<file path="src/rtl/regwrite_scoreboard_decoder_if.sv">
// Bundle between decode/issue, writeback and the regwrite scoreboard decoder.
// master = pipeline side driving requests, slave = decoder/scoreboard.
interface regwrite_scoreboard_decoder_if #(
  parameter int ADDR_W   = 5,
  parameter int NUM_REGS = 2 ** ADDR_W
);
  logic                wb_en;
  logic [ADDR_W-1:0]   wb_addr;
  logic                issue_en;
  logic [ADDR_W-1:0]   issue_addr;
  logic                flush;
  logic [ADDR_W-1:0]   rs1_addr;
  logic [ADDR_W-1:0]   rs2_addr;
  logic [NUM_REGS-1:0] wr_onehot;
  logic                rs1_busy;
  logic                rs2_busy;
  logic [NUM_REGS-1:0] pending;
  logic [ADDR_W:0]     pending_cnt;

  modport master (
    output wb_en, wb_addr, issue_en, issue_addr, flush, rs1_addr, rs2_addr,
    input  wr_onehot, rs1_busy, rs2_busy, pending, pending_cnt
  );

  modport slave (
    input  wb_en, wb_addr, issue_en, issue_addr, flush, rs1_addr, rs2_addr,
    output wr_onehot, rs1_busy, rs2_busy, pending, pending_cnt
  );
endinterface

</file>
<file path="src/rtl/regwrite_scoreboard_decoder.sv">
// Registered one-hot write-enable decoder plus per-register pending-write scoreboard.
// Optional macro WB_BYPASS_EN: a same-cycle writeback masks the source-busy flags.
module regwrite_scoreboard_decoder #(
  parameter int ADDR_W   = 5,
  parameter int NUM_REGS = 2 ** ADDR_W,
  parameter int ZERO_REG = 31
) (
  input logic clk,
  input logic reset,
  regwrite_scoreboard_decoder_if.slave bus
);

  logic [NUM_REGS-1:0] wr_onehot_reg;
  logic [NUM_REGS-1:0] wr_onehot_next;
  logic [NUM_REGS-1:0] pending_reg;
  logic [NUM_REGS-1:0] pending_next;
  logic [ADDR_W:0]     pending_cnt_reg;
  logic [ADDR_W:0]     pending_cnt_next;

  logic [NUM_REGS-1:0] set_vec;
  logic [NUM_REGS-1:0] clr_vec;
  logic [NUM_REGS-1:0] rs1_sel;
  logic [NUM_REGS-1:0] rs2_sel;

  // Address matches are built per register, so out-of-range addresses match nothing.
  for (genvar gi = 0; gi < NUM_REGS; gi++) begin : g_reg
    localparam bit IS_ZERO = (gi == ZERO_REG);
    localparam logic [ADDR_W-1:0] IDX = ADDR_W'(gi);

    assign set_vec[gi] = bus.issue_en && (bus.issue_addr == IDX) && !IS_ZERO;
    assign clr_vec[gi] = bus.wb_en && (bus.wb_addr == IDX);
    assign wr_onehot_next[gi] = clr_vec[gi] && !IS_ZERO;
    assign rs1_sel[gi] = (bus.rs1_addr == IDX) && !IS_ZERO;
    assign rs2_sel[gi] = (bus.rs2_addr == IDX) && !IS_ZERO;

    // Set beats clear: the newly issued producer is still outstanding.
    assign pending_next[gi] = bus.flush ? set_vec[gi]
                                        : (set_vec[gi] | (pending_reg[gi] & ~clr_vec[gi]));
  end

  always_comb begin
    pending_cnt_next = '0;
    for (int i = 0; i < NUM_REGS; i++) begin
      pending_cnt_next = pending_cnt_next + (ADDR_W + 1)'(pending_next[i]);
    end
  end

  always_ff @(posedge clk or negedge reset) begin
    if (!reset) begin
      wr_onehot_reg   <= '0;
      pending_reg     <= '0;
      pending_cnt_reg <= '0;
    end else begin
      wr_onehot_reg   <= wr_onehot_next;
      pending_reg     <= pending_next;
      pending_cnt_reg <= pending_cnt_next;
    end
  end

  logic rs1_wb_hit;
  logic rs2_wb_hit;

`ifdef WB_BYPASS_EN
  // Register file writes before it reads, so a same-cycle writeback is already visible.
  assign rs1_wb_hit = bus.wb_en && (bus.wb_addr == bus.rs1_addr);
  assign rs2_wb_hit = bus.wb_en && (bus.wb_addr == bus.rs2_addr);
`else
  assign rs1_wb_hit = 1'b0;
  assign rs2_wb_hit = 1'b0;
`endif

  assign bus.rs1_busy    = (|(pending_reg & rs1_sel)) && !rs1_wb_hit;
  assign bus.rs2_busy    = (|(pending_reg & rs2_sel)) && !rs2_wb_hit;
  assign bus.wr_onehot   = wr_onehot_reg;
  assign bus.pending     = pending_reg;
  assign bus.pending_cnt = pending_cnt_reg;

endmodule

</file>
<file path="src/flat_wrapper.sv">
// flat-port wrapper written by rule: the top's interface ports become plain ports
module regwrite_scoreboard_decoder_flat 
#(
  parameter int ADDR_W   = 5,
  parameter int NUM_REGS = 2 ** ADDR_W,
  parameter int ZERO_REG = 31
)
  (clk, reset, bus_wb_en, bus_wb_addr, bus_issue_en, bus_issue_addr, bus_flush, bus_rs1_addr, bus_rs2_addr, bus_wr_onehot, bus_rs1_busy, bus_rs2_busy, bus_pending, bus_pending_cnt);
  regwrite_scoreboard_decoder_if #(.ADDR_W(ADDR_W), .NUM_REGS(NUM_REGS)) bus_i ();
  input logic clk;
  input logic reset;
  input wire logic [$bits(bus_i.wb_en)-1:0] bus_wb_en;
  input wire logic [$bits(bus_i.wb_addr)-1:0] bus_wb_addr;
  input wire logic [$bits(bus_i.issue_en)-1:0] bus_issue_en;
  input wire logic [$bits(bus_i.issue_addr)-1:0] bus_issue_addr;
  input wire logic [$bits(bus_i.flush)-1:0] bus_flush;
  input wire logic [$bits(bus_i.rs1_addr)-1:0] bus_rs1_addr;
  input wire logic [$bits(bus_i.rs2_addr)-1:0] bus_rs2_addr;
  output wire logic [$bits(bus_i.wr_onehot)-1:0] bus_wr_onehot;
  output wire logic [$bits(bus_i.rs1_busy)-1:0] bus_rs1_busy;
  output wire logic [$bits(bus_i.rs2_busy)-1:0] bus_rs2_busy;
  output wire logic [$bits(bus_i.pending)-1:0] bus_pending;
  output wire logic [$bits(bus_i.pending_cnt)-1:0] bus_pending_cnt;
  assign bus_i.wb_en = bus_wb_en;
  assign bus_i.wb_addr = bus_wb_addr;
  assign bus_i.issue_en = bus_issue_en;
  assign bus_i.issue_addr = bus_issue_addr;
  assign bus_i.flush = bus_flush;
  assign bus_i.rs1_addr = bus_rs1_addr;
  assign bus_i.rs2_addr = bus_rs2_addr;
  assign bus_wr_onehot = bus_i.wr_onehot;
  assign bus_rs1_busy = bus_i.rs1_busy;
  assign bus_rs2_busy = bus_i.rs2_busy;
  assign bus_pending = bus_i.pending;
  assign bus_pending_cnt = bus_i.pending_cnt;
  regwrite_scoreboard_decoder #(.ADDR_W(ADDR_W), .NUM_REGS(NUM_REGS), .ZERO_REG(ZERO_REG)) u_core (.clk(clk), .reset(reset), .bus(bus_i));
endmodule
</file>
<file path="config.mk">
export PLATFORM = sky130hd
export DESIGN_NAME = regwrite_scoreboard_decoder_flat
export DESIGN_NICKNAME = d
export VERILOG_FILES = /design/src/rtl/regwrite_scoreboard_decoder_if.sv /design/src/rtl/regwrite_scoreboard_decoder.sv /design/src/flat_wrapper.sv
export SDC_FILE = /design/constraint.sdc
export NUM_CORES = 1
export LEC_CHECK = 0
export BUFFER_PORTS_ARGS = -buffer_cell sky130_fd_sc_hd__buf_2
export CAP_MARGIN = 20
export CORE_MARGIN = 1.5
export CORE_UTILIZATION = 54
export CTS_CLUSTER_SIZE = 14
export DETAILED_ROUTE_END_ITERATION = 12
export PLACE_DENSITY = 0.76
export SYNTH_ARGS = -nofsm -noshare
export SYNTH_HDL_FRONTEND = slang
export SYNTH_SLANG_ARGS = --single-unit
</file>
<file path="constraint.sdc">
create_clock -name clk -period 5.95 [get_ports clk]
set_clock_uncertainty 0.15 [all_clocks]
set_input_delay 0.8925 -clock clk [delete_from_list [all_inputs] [get_ports clk]]
set_output_delay 0.8925 -clock clk [all_outputs]
set_load 0.05 [all_outputs]
</file>
Yosys cells after proc, flatten, opt, wreduce, memory -nomap -nowiden
Cells that the tools add are included.
Widths: inputs -> output; s select.

word-level totals
  output and inout bits = 72
  register bits = 69
  input bits = 25
  logic and storage cells = 353

operators by class
  add/sub/neg operators = 31
  muxes and demuxes = 32
  equal/unequal tests = 121
  bitwise operators = 97
  reductions and logical operators = 69

operator list
  kind                number
  $eq 5x5->1 const B  61
  $eq 5x4->1 const B  32
  $add 6x1->6         26
  $eq 5x3->1 const B  16
  $and 32x31->32      2
  $reduce_or 32->1    2
  $logic_and 1x1->1   63
  $eq 5x2->1 const B  8
  $and 1x1->1         32
  $mux 1              32
  $not 1->1           32
  $or 1x1->1          31
  $eq 5x1->1 const B  4
  $logic_not 5->1     4
  $add 5x1->6         1
  $add 4x1->5         1
  $add 3x1->4         1
  $add 2x1->3         1
  $add 1x1->2         1

Longest topological paths before layout
Gate-level depths: netlist of the first run.

  word-level depth = 37
  mapped depth = 22
  depth with buffers taken out = 21

Least setup slack after synthesis of the first run
OpenSTA, ideal clock, no wires.

  kind = input-to-reg
  from = input port bus_wb_addr[1]
  to = register u_core.pending_cnt_reg[4], in the netlist u_core.bus.pending_cnt[4]
  data required time = 5.677 ns
  buffers on the path = 1
  stages = 22
  path slack = -0.004 ns
  arrival time = 5.682 ns
  setup time = 0.123 ns
  cells stage by stage = buf_4 -> nand2b_1 -> nand2b_1 -> nor2_1 -> o32ai_1 -> inv_1 -> fa_1 -> inv_1 -> fa_1 -> fa_1 -> fa_1 -> fa_1 -> inv_1 -> fa_1 -> inv_1 -> ha_1 -> inv_1 -> fa_1 -> inv_1 -> a21o_1 -> a21oi_1 -> xnor2_1

on the way
  elaborated cells between the ends (all ways) = 222
  those cells by class = add/sub (31); eq/ne (31); mux (32); bitwise (95); reduce/logical (33)

RTL lines
  what                                  line                               source
  start: declaration                    flat_wrapper.sv:13                 input wire logic [$bits(bus_i.wb_addr)-1:0] bus_wb_addr;
  $eq 5x4->1                            regwrite_scoreboard_decoder.sv:31  assign clr_vec[gi] = bus.wb_en && (bus.wb_addr == IDX);
  $logic_and 1x1->1                     regwrite_scoreboard_decoder.sv:31
  named net u_core.clr_vec[13]          regwrite_scoreboard_decoder.sv:21  logic [NUM_REGS-1:0] clr_vec;
  $not 1->1                             regwrite_scoreboard_decoder.sv:38  : (set_vec[gi] | (pending_reg[gi] & ~clr_vec[gi]));
  $and 1x1->1                           regwrite_scoreboard_decoder.sv:38
  $or 1x1->1                            regwrite_scoreboard_decoder.sv:38
  $mux 1                                regwrite_scoreboard_decoder.sv:37  assign pending_next[gi] = bus.flush ? set_vec[gi]
  named net u_core.pending_next[13]     regwrite_scoreboard_decoder.sv:16  logic [NUM_REGS-1:0] pending_next;
  $add 6x1->6 (19 in series)            regwrite_scoreboard_decoder.sv:44  pending_cnt_next = pending_cnt_next + (ADDR_W + 1)'(pending_next[i]);
  named net u_core.pending_cnt_next[4]  regwrite_scoreboard_decoder.sv:18  logic [ADDR_W:0] pending_cnt_next;
  end signal: assignment                regwrite_scoreboard_decoder.sv:56  pending_cnt_reg <= pending_cnt_next;
  end: declaration                      regwrite_scoreboard_decoder.sv:17  logic [ADDR_W:0] pending_cnt_reg;

The timed path passes the listed nets, and every way through them passes these cells.

Worst setup path after layout of the first run
  from = input port bus_wb_addr[0]
  to = register u_core.pending_cnt_reg[4], in the netlist u_core.bus.pending_cnt[4]

on the way
  longest elaborated chain between the ends = 37
  elaborated cells between the ends (all ways) = 222
  those cells by class = add/sub (31); eq/ne (31); mux (32); bitwise (95); reduce/logical (33)

RTL lines
  what                                  line
  $logic_not 5->1                       regwrite_scoreboard_decoder.sv:31
  $logic_and 1x1->1                     regwrite_scoreboard_decoder.sv:31
  named net u_core.clr_vec[0]           regwrite_scoreboard_decoder.sv:21
  $not 1->1                             regwrite_scoreboard_decoder.sv:38
  $and 1x1->1                           regwrite_scoreboard_decoder.sv:38
  $or 1x1->1                            regwrite_scoreboard_decoder.sv:38
  $mux 1                                regwrite_scoreboard_decoder.sv:37
  $add 1x1->2                           regwrite_scoreboard_decoder.sv:44
  $add 2x1->3                           regwrite_scoreboard_decoder.sv:44
  $add 3x1->4                           regwrite_scoreboard_decoder.sv:44
  $add 4x1->5                           regwrite_scoreboard_decoder.sv:44
  $add 5x1->6                           regwrite_scoreboard_decoder.sv:44
  $add 6x1->6 (26 in series)            regwrite_scoreboard_decoder.sv:44
  named net u_core.pending_cnt_next[4]  regwrite_scoreboard_decoder.sv:18

The timed path passes the listed nets, and every way through them passes these cells.

==> flow_metrics.env, run 1 <==
export IMPL_power_mw=1.13
export IMPL_clkLatencyLatePin_ps=350
export IMPL_ys_warnings_count=0
export IMPL_worst_pin_slew_ps=854
export IMPL_setup_viol=0
export IMPL_yosys_area_share_xor_xnor_pct=0.650
export IMPL_postSynthCellCount=396
export IMPL_area_growth_pct=33.8
export IMPL_p_seq_share_pct=43.4
export IMPL_cts_max_level=3
export IMPL_cts_tree="yes"
export IMPL_clkTransAtPathRegs_ps=80
export IMPL_worst_path_max_fanout=4
export IMPL_timing_slew_headroom_pct=43.0
export IMPL_clkPwrFrac_pct=35.3
export IMPL_finalWorstSetupSlack_ps=148
export IMPL_avgSynthCellArea_sq_um=10.2
export IMPL_fin_crit_sh_pct=97.5
export IMPL_crit_path_top_delay_cell="fa_1"
export IMPL_die_area_sq_um=8010
export IMPL_routabilityCongestion=0.991
export IMPL_core_area_sq_um=7250
export IMPL_synth_most_common_cell="inv_1"
export IMPL_p_int_mw=0.766
export IMPL_arrival_ps=5890
export IMPL_rsz0062_at_grt="true"
export IMPL_grt_pass1_vias=3245
export IMPL_yosys_top_cells_area="dfrtp_1, fa_1, inv_1, o32ai_1, nor2_1"
export IMPL_dr_first_iter_drc_count=310
export IMPL_drv_cap=0
export IMPL_initial_utilization_pct=55.7
export IMPL_crit_type="input port to flop"
export IMPL_placed_area_sq_um=4960
export IMPL_antenna_cells=0
export IMPL_synth_compound_area_share_pct=14.1
export IMPL_rows=31
export IMPL_synth_fp_nets=452
export IMPL_wl_per_cell_microns=18.9
export IMPL_synthMuxAreaShare_pct=3.06
export IMPL_tns_ps=0
export IMPL_viasPerCell=5.67
export IMPL_largest_register_ffs=32
export IMPL_crit_path_cell_trace="buf_2, buf_6, nor2_1, nand2_1, nor3_2, o32a_1, fa_1, inv_2, fa_1, fa_1, fa_1, fa_1, inv_1, fa_1, inv_1, ha_2, inv_2, fa_2, inv_2, a21o_1, a21oi_2, xnor2_1"
export IMPL_port_buffers=95
export IMPL_cts_root_buffer="clkbuf_8"
export IMPL_fp_dieH_microns=89.5
export IMPL_worstHoldPathType="flop to flop"
export IMPL_maxSlewViolCount=0
export IMPL_first_pass_iters=7
export IMPL_overflow=0
export IMPL_antenna_found_initial=1
export IMPL_dpl_hpwl_microns=9540
export IMPL_hold_violations=0
export IMPL_worst_hold_slack_ps=524
export IMPL_vias=3687
export IMPL_switching_share_pct=32.1
export IMPL_synth_edff_count=0
export IMPL_dp_slack_ps=-452
export IMPL_yosys_area_share_adder_pct=14.1
export IMPL_grt_start_max_net_pins=70
export IMPL_seq_area_frac_synth_pct=42.7
export IMPL_gr_usage_all_layers_pct=31.7
export IMPL_io_pins=97
export IMPL_synth_ff_type="dfrtp_1"
export IMPL_synth_top_family_by_area="simple AND/OR/NAND/NOR gates"
export IMPL_cts_buffer_depth=2
export IMPL_fp_dieW_microns=89.5
export IMPL_cp_required_ps=6040
export IMPL_crit_top_cell="fa_1"
export IMPL_cpLargestDelayFamily="adder cells"
export IMPL_p_sw_mw=0.363
export IMPL_synth_commonest_cells="inv_1, dfrtp_1, nor2_1"
export IMPL_synth_simple_area_share_pct=15.4
export IMPL_grt_pass1_wl_microns=18100
export IMPL_timing_fmax_ghz=0.172
export IMPL_combinationalPowerShare_pct=21.3
export IMPL_ys_ff_latch=69
export IMPL_drive_above_1_share_pct=39.0
export IMPL_min_period_ps=5800
export IMPL_dp_cells=625
export IMPL_postLayoutCellArea_sq_um=5410
export IMPL_layoutNonFillerInstCount=650
export IMPL_p_leak_nw=2.80
export IMPL_cp_end_kind="flop"
export IMPL_drcViolationCount=0
export IMPL_synth_top_area_cell="dfrtp_1"
export IMPL_clkSinkCount=69
export IMPL_synthDistinctLibCells=57
export IMPL_nets=603
export IMPL_drt_total_wl_microns=12300
export IMPL_path_buf_inv=7
export IMPL_setup_worst_path_start_class="input port"
export IMPL_synth_area_sq_um=4040
export IMPL_route_antenna_remaining_nets=0
export IMPL_async_flop_share_pct=100
export IMPL_slowest_delay_ps=570
export IMPL_fin_util_pct=74.6
export IMPL_synth_top_area_share_pct=42.7
export IMPL_ir_drop_v=0.000144
export IMPL_outcome="finished, final reports clean"
export IMPL_cts_buffers=9
export IMPL_p_per_area_nw_per_um2=209
==> worst min-delay path: cells and delay by family, from the launching register on <==
| kind | cells | cell delay (ps) |
|---|---|---|
| buffers and inverters | 1 | 100 |
| AOI/OAI and AO/OA | 1 | 100 |
| DFF | 1 | 430 |
==> power by group through the flow <==
stage / Clock [mW] / Combinational [mW] / Sequential, mW
2_1_floorplan: 0 / 0.0982 / 0.548
3_3_place_gp: 0 / 0.224 / 0.499
3_5_place_dp: 0 / 0.228 / 0.499
4_1_cts: 0.395 / 0.229 / 0.490
5_1_grt: 0.416 / 0.263 / 0.492
6_report: 0.398 / 0.240 / 0.490
==> path summary, 6_finish.rpt <==
check,from,endpoint,slack (ps),cells after the start
min in group asynchronous,reset,u_core.bus.pending[20],580,2
max reg2reg,u_core.bus.pending[27],u_core.bus.pending_cnt[4],670,19
min reg2reg,u_core.bus.pending[25],u_core.bus.pending[25],520,2
max in group asynchronous,reset,u_core.bus.pending[17],4510,2
max,bus_wb_addr[0],u_core.bus.pending_cnt[4],150,22
min,u_core.bus.pending[25],u_core.bus.pending[25],520,2
==> cell usage in the layout, fill, tap and decap left out, types with 7 or more instances in the layout <==
cell      Yosys  routed
o32ai_1      24      17
nand3b_1      9       9
clkbuf_8      0      10
nand2_1      14      14
nor2_1       29      22
fa_1         24      23
buf_2        12      93
nand3_1      11       8
inv_1        72      69
dfrtp_1      69      69
o32a_1        7       7
buf_4         2      64
nand2b_1     13      10
==> kinds of logic (layout without fill, tap and decap cells) <==
family                     Yosys count  count (layout)
and+or+nand+nor                    114             114
buffers and inverters               96             251
AOI/OAI and AO/OA                   72              72
DFF                                 69              69
adders and majority gates           31              31
muxes                               10              10
xor gates and xnor gates             3               3
other                                1               1
==> timing repair <==
action,in CTS,in global routing
setup buffers,0,10
hold buffers,0,0
endpoints found under the setup margin,1,4
gates cloned,0,0
pin swaps,0,14
resized for setup,2,40
==> area by class of cell <==
type | count | area, sq um
Multi-Input combinational cell | 231 | 2080
Fill cell | 520 | 1840
Sequential cell | 69 | 1730
Timing Repair Buffer | 162 | 1000
Inverter | 74 | 278
Clock buffer | 10 | 138
Tap cell | 99 | 124
Clock inverter | 5 | 61.3
==> per-layer routing <==
metal	part of all wire [%]	vias up	GRT usage [%]	wire [microns]
met5	0	-	0	0
met4	1.6	0	9.51	196
met3	9.0	23	6.46	1100
met2	45	212	47.2	5570
met1	44	1789	46.7	5410
li1	-	1663	-	-
No activity file was read; power rests on OpenSTA's default activity.
==> run 2: changes to the inputs <==
==> constraint.sdc (replaced) <==
create_clock -name clk -period 6.2 [get_ports clk]
set_clock_uncertainty 0.15 [all_clocks]
set_input_delay 0.93 -clock clk [delete_from_list [all_inputs] [get_ports clk]]
set_output_delay 0.93 -clock clk [all_outputs]
set_load 0.05 [all_outputs]
==> flow_metrics.env, run 2 (synthesized netlist as in run 1, its figures left out) <==
export IMPL_nets=559
export IMPL_hold_violations=0
export IMPL_largest_register_ffs=32
export IMPL_timing_fmax_ghz=0.169
export IMPL_viasPerCell=5.69
export IMPL_post_cts_buffers=0
export IMPL_clkTransAtPathRegs_ps=80
export IMPL_dpl_hpwl_microns=8870
export IMPL_die_area_sq_um=8010
export IMPL_placed_area_sq_um=4690
export IMPL_p_leak_nw=2.57
export IMPL_area_growth_pct=22.3
export IMPL_antenna_cells=0
export IMPL_cp_end_kind="flop"
export IMPL_postLayoutCellArea_sq_um=4940
export IMPL_min_path_cells=2
export IMPL_gr_usage_all_layers_pct=30.1
export IMPL_dp_cells=591
export IMPL_use_met2_pct=51.2
export IMPL_io_pins=97
export IMPL_fin_crit_sh_pct=95.7
export IMPL_drcViolationCount=0
export IMPL_layoutNonFillerInstCount=607
export IMPL_slowest_delay_ps=580
export IMPL_reg2regPathDepth=19
export IMPL_crit_top_cell="fa_1"
export IMPL_fp_dieH_microns=89.5
export IMPL_outcome="finished, final reports clean"
export IMPL_crit_type="input port to flop"
export IMPL_power_mw=1.11
export IMPL_grt_start_max_net_pins=70
export IMPL_overflow=0
export IMPL_cts_root_buffer="clkbuf_8"
export IMPL_clkLatencyLatePin_ps=350
export IMPL_cts_buffers=9
export IMPL_worst_pin_slew_ps=838
export IMPL_drt_total_wl_microns=11200
export IMPL_p_per_area_nw_per_um2=224
export IMPL_initial_utilization_pct=55.7
export IMPL_timing_slew_headroom_pct=44.1
export IMPL_vias=3455
export IMPL_rows=31
export IMPL_path_buf_inv=7
export IMPL_cpLargestDelayFamily="adder cells"
export IMPL_drv_cap=0
export IMPL_wl_per_cell_microns=18.5
export IMPL_first_pass_iters=5
export IMPL_tns_ps=0
export IMPL_grt_pass1_vias=3376
export IMPL_crit_path_cell_trace="buf_2, nor2_1, nand3_1, nor2_1, o32ai_1, fa_1, inv_1, fa_1, inv_1, fa_1, fa_1, fa_1, inv_1, fa_1, inv_1, ha_1, inv_1, fa_1, inv_1, a21o_1, a21oi_1, xnor2_1"
export IMPL_worst_path_max_fanout=8
export IMPL_ir_drop_v=0.000189
export IMPL_port_buffers=95
export IMPL_rsz0062_at_grt="false"
export IMPL_worstHoldPathType="flop to flop"
export IMPL_cts_buffer_depth=2
export IMPL_fp_dieW_microns=89.5
export IMPL_use_met1_pct=38.1
export IMPL_finalWorstSetupSlack_ps=266
export IMPL_clkSinkCount=69
export IMPL_routabilityCongestion=0.995
export IMPL_min_period_ps=5930
export IMPL_grt_pass1_wl_microns=17400
export IMPL_path_depth=22
export IMPL_setup_worst_path_start_class="input port"
export IMPL_crit_path_top_delay_cell="fa_1"
export IMPL_grt_busiest_layer="met2"
export IMPL_arrival_ps=6020
export IMPL_drive_above_1_share_pct=28.5
export IMPL_cts_max_level=3
export IMPL_layout_common_cells="buf_2, inv_1, dfrtp_1, nor2_1, fa_1"
export IMPL_nFillCells=571
export IMPL_maxSlewViolCount=0
export IMPL_dp_slack_ps=-109
export IMPL_use_met3_pct=4.34
export IMPL_final_common_cell="buf_2"
export IMPL_cts_tree="yes"
export IMPL_route_antenna_remaining_nets=0
export IMPL_cp_required_ps=6290
export IMPL_dr_first_iter_drc_count=266
export IMPL_core_area_sq_um=7250
export IMPL_setup_viol=0
export IMPL_antenna_found_initial=0
## run 2: cell types whose count changed in the layout (fill, tap and decap cells not counted), sizes merged
cell	delta
buf	-44
bufinv	+1
clkinvlp	-2
inv	+2
## run 2: per-stage QoR
step	hold slack, ps	util, %
2_1_floorplan	484	-
3_3_place_gp	494	64.7
3_5_place_dp	491	64.7
4_1_cts	503	67.9
5_1_grt	528	68.2
6_report	509	68.2
## run 2: final cells by class
class	count	area [sq um]	share of cell area, %
Clock inverter	6	93.8	1.90
Tap cell	99	124	2.51
Timing Repair Buffer	118	648	13.1
Inverter	74	278	5.62
Sequential cell	69	1730	34.9
Multi-Input combinational cell	231	1940	39.2
Clock buffer	10	138	2.78
## run 2: final timing paths
kind / startpoint / end / slack, ps
max: bus_wb_addr[2] / u_core.bus.pending_cnt[4] / 270
min: u_core.bus.pending[1] / u_core.bus.pending[1] / 510
max reg2reg: u_core.bus.pending[27] / u_core.bus.pending_cnt[4] / 840
min reg2reg: u_core.bus.pending[1] / u_core.bus.pending[1] / 510
max in group asynchronous: reset / u_core.bus.pending_cnt[5] / 4730
min in group asynchronous: reset / u_core.bus.wr_onehot[20] / 620
## run 2: timing repair
| action | in CTS | in global routing |
|---|---|---|
| resized for setup | 0 | 3 |
| hold buffers | 0 | 0 |
| endpoints found under the setup margin | 0 | 1 |
## run 2: worst register-to-register path: stages, from the launching register on
cell	delay (ps)
dfrtp_1	380
inv_1	90
o32ai_2	320
inv_1	100
fa_1	500
fa_1	560
inv_1	50
fa_1	500
fa_1	550
fa_1	510
inv_1	60
fa_1	470
inv_1	70
ha_1	160
inv_1	60
fa_1	380
inv_1	70
a21o_1	100
a21oi_1	70
xnor2_1	120
## run 2: power by group
part | switching (mW) | internal [mW]
Sequential | 0.00763 | 0.463
Combinational | 0.146 | 0.0638
Clock | 0.185 | 0.241
Total | 0.339 | 0.768
## run 2: metal layers
layer  wire [microns]  up-vias
li1                 -     1574
met1             4420     1698
met2             5770      148
met3              598       35
met4              435        0
met5                0        -
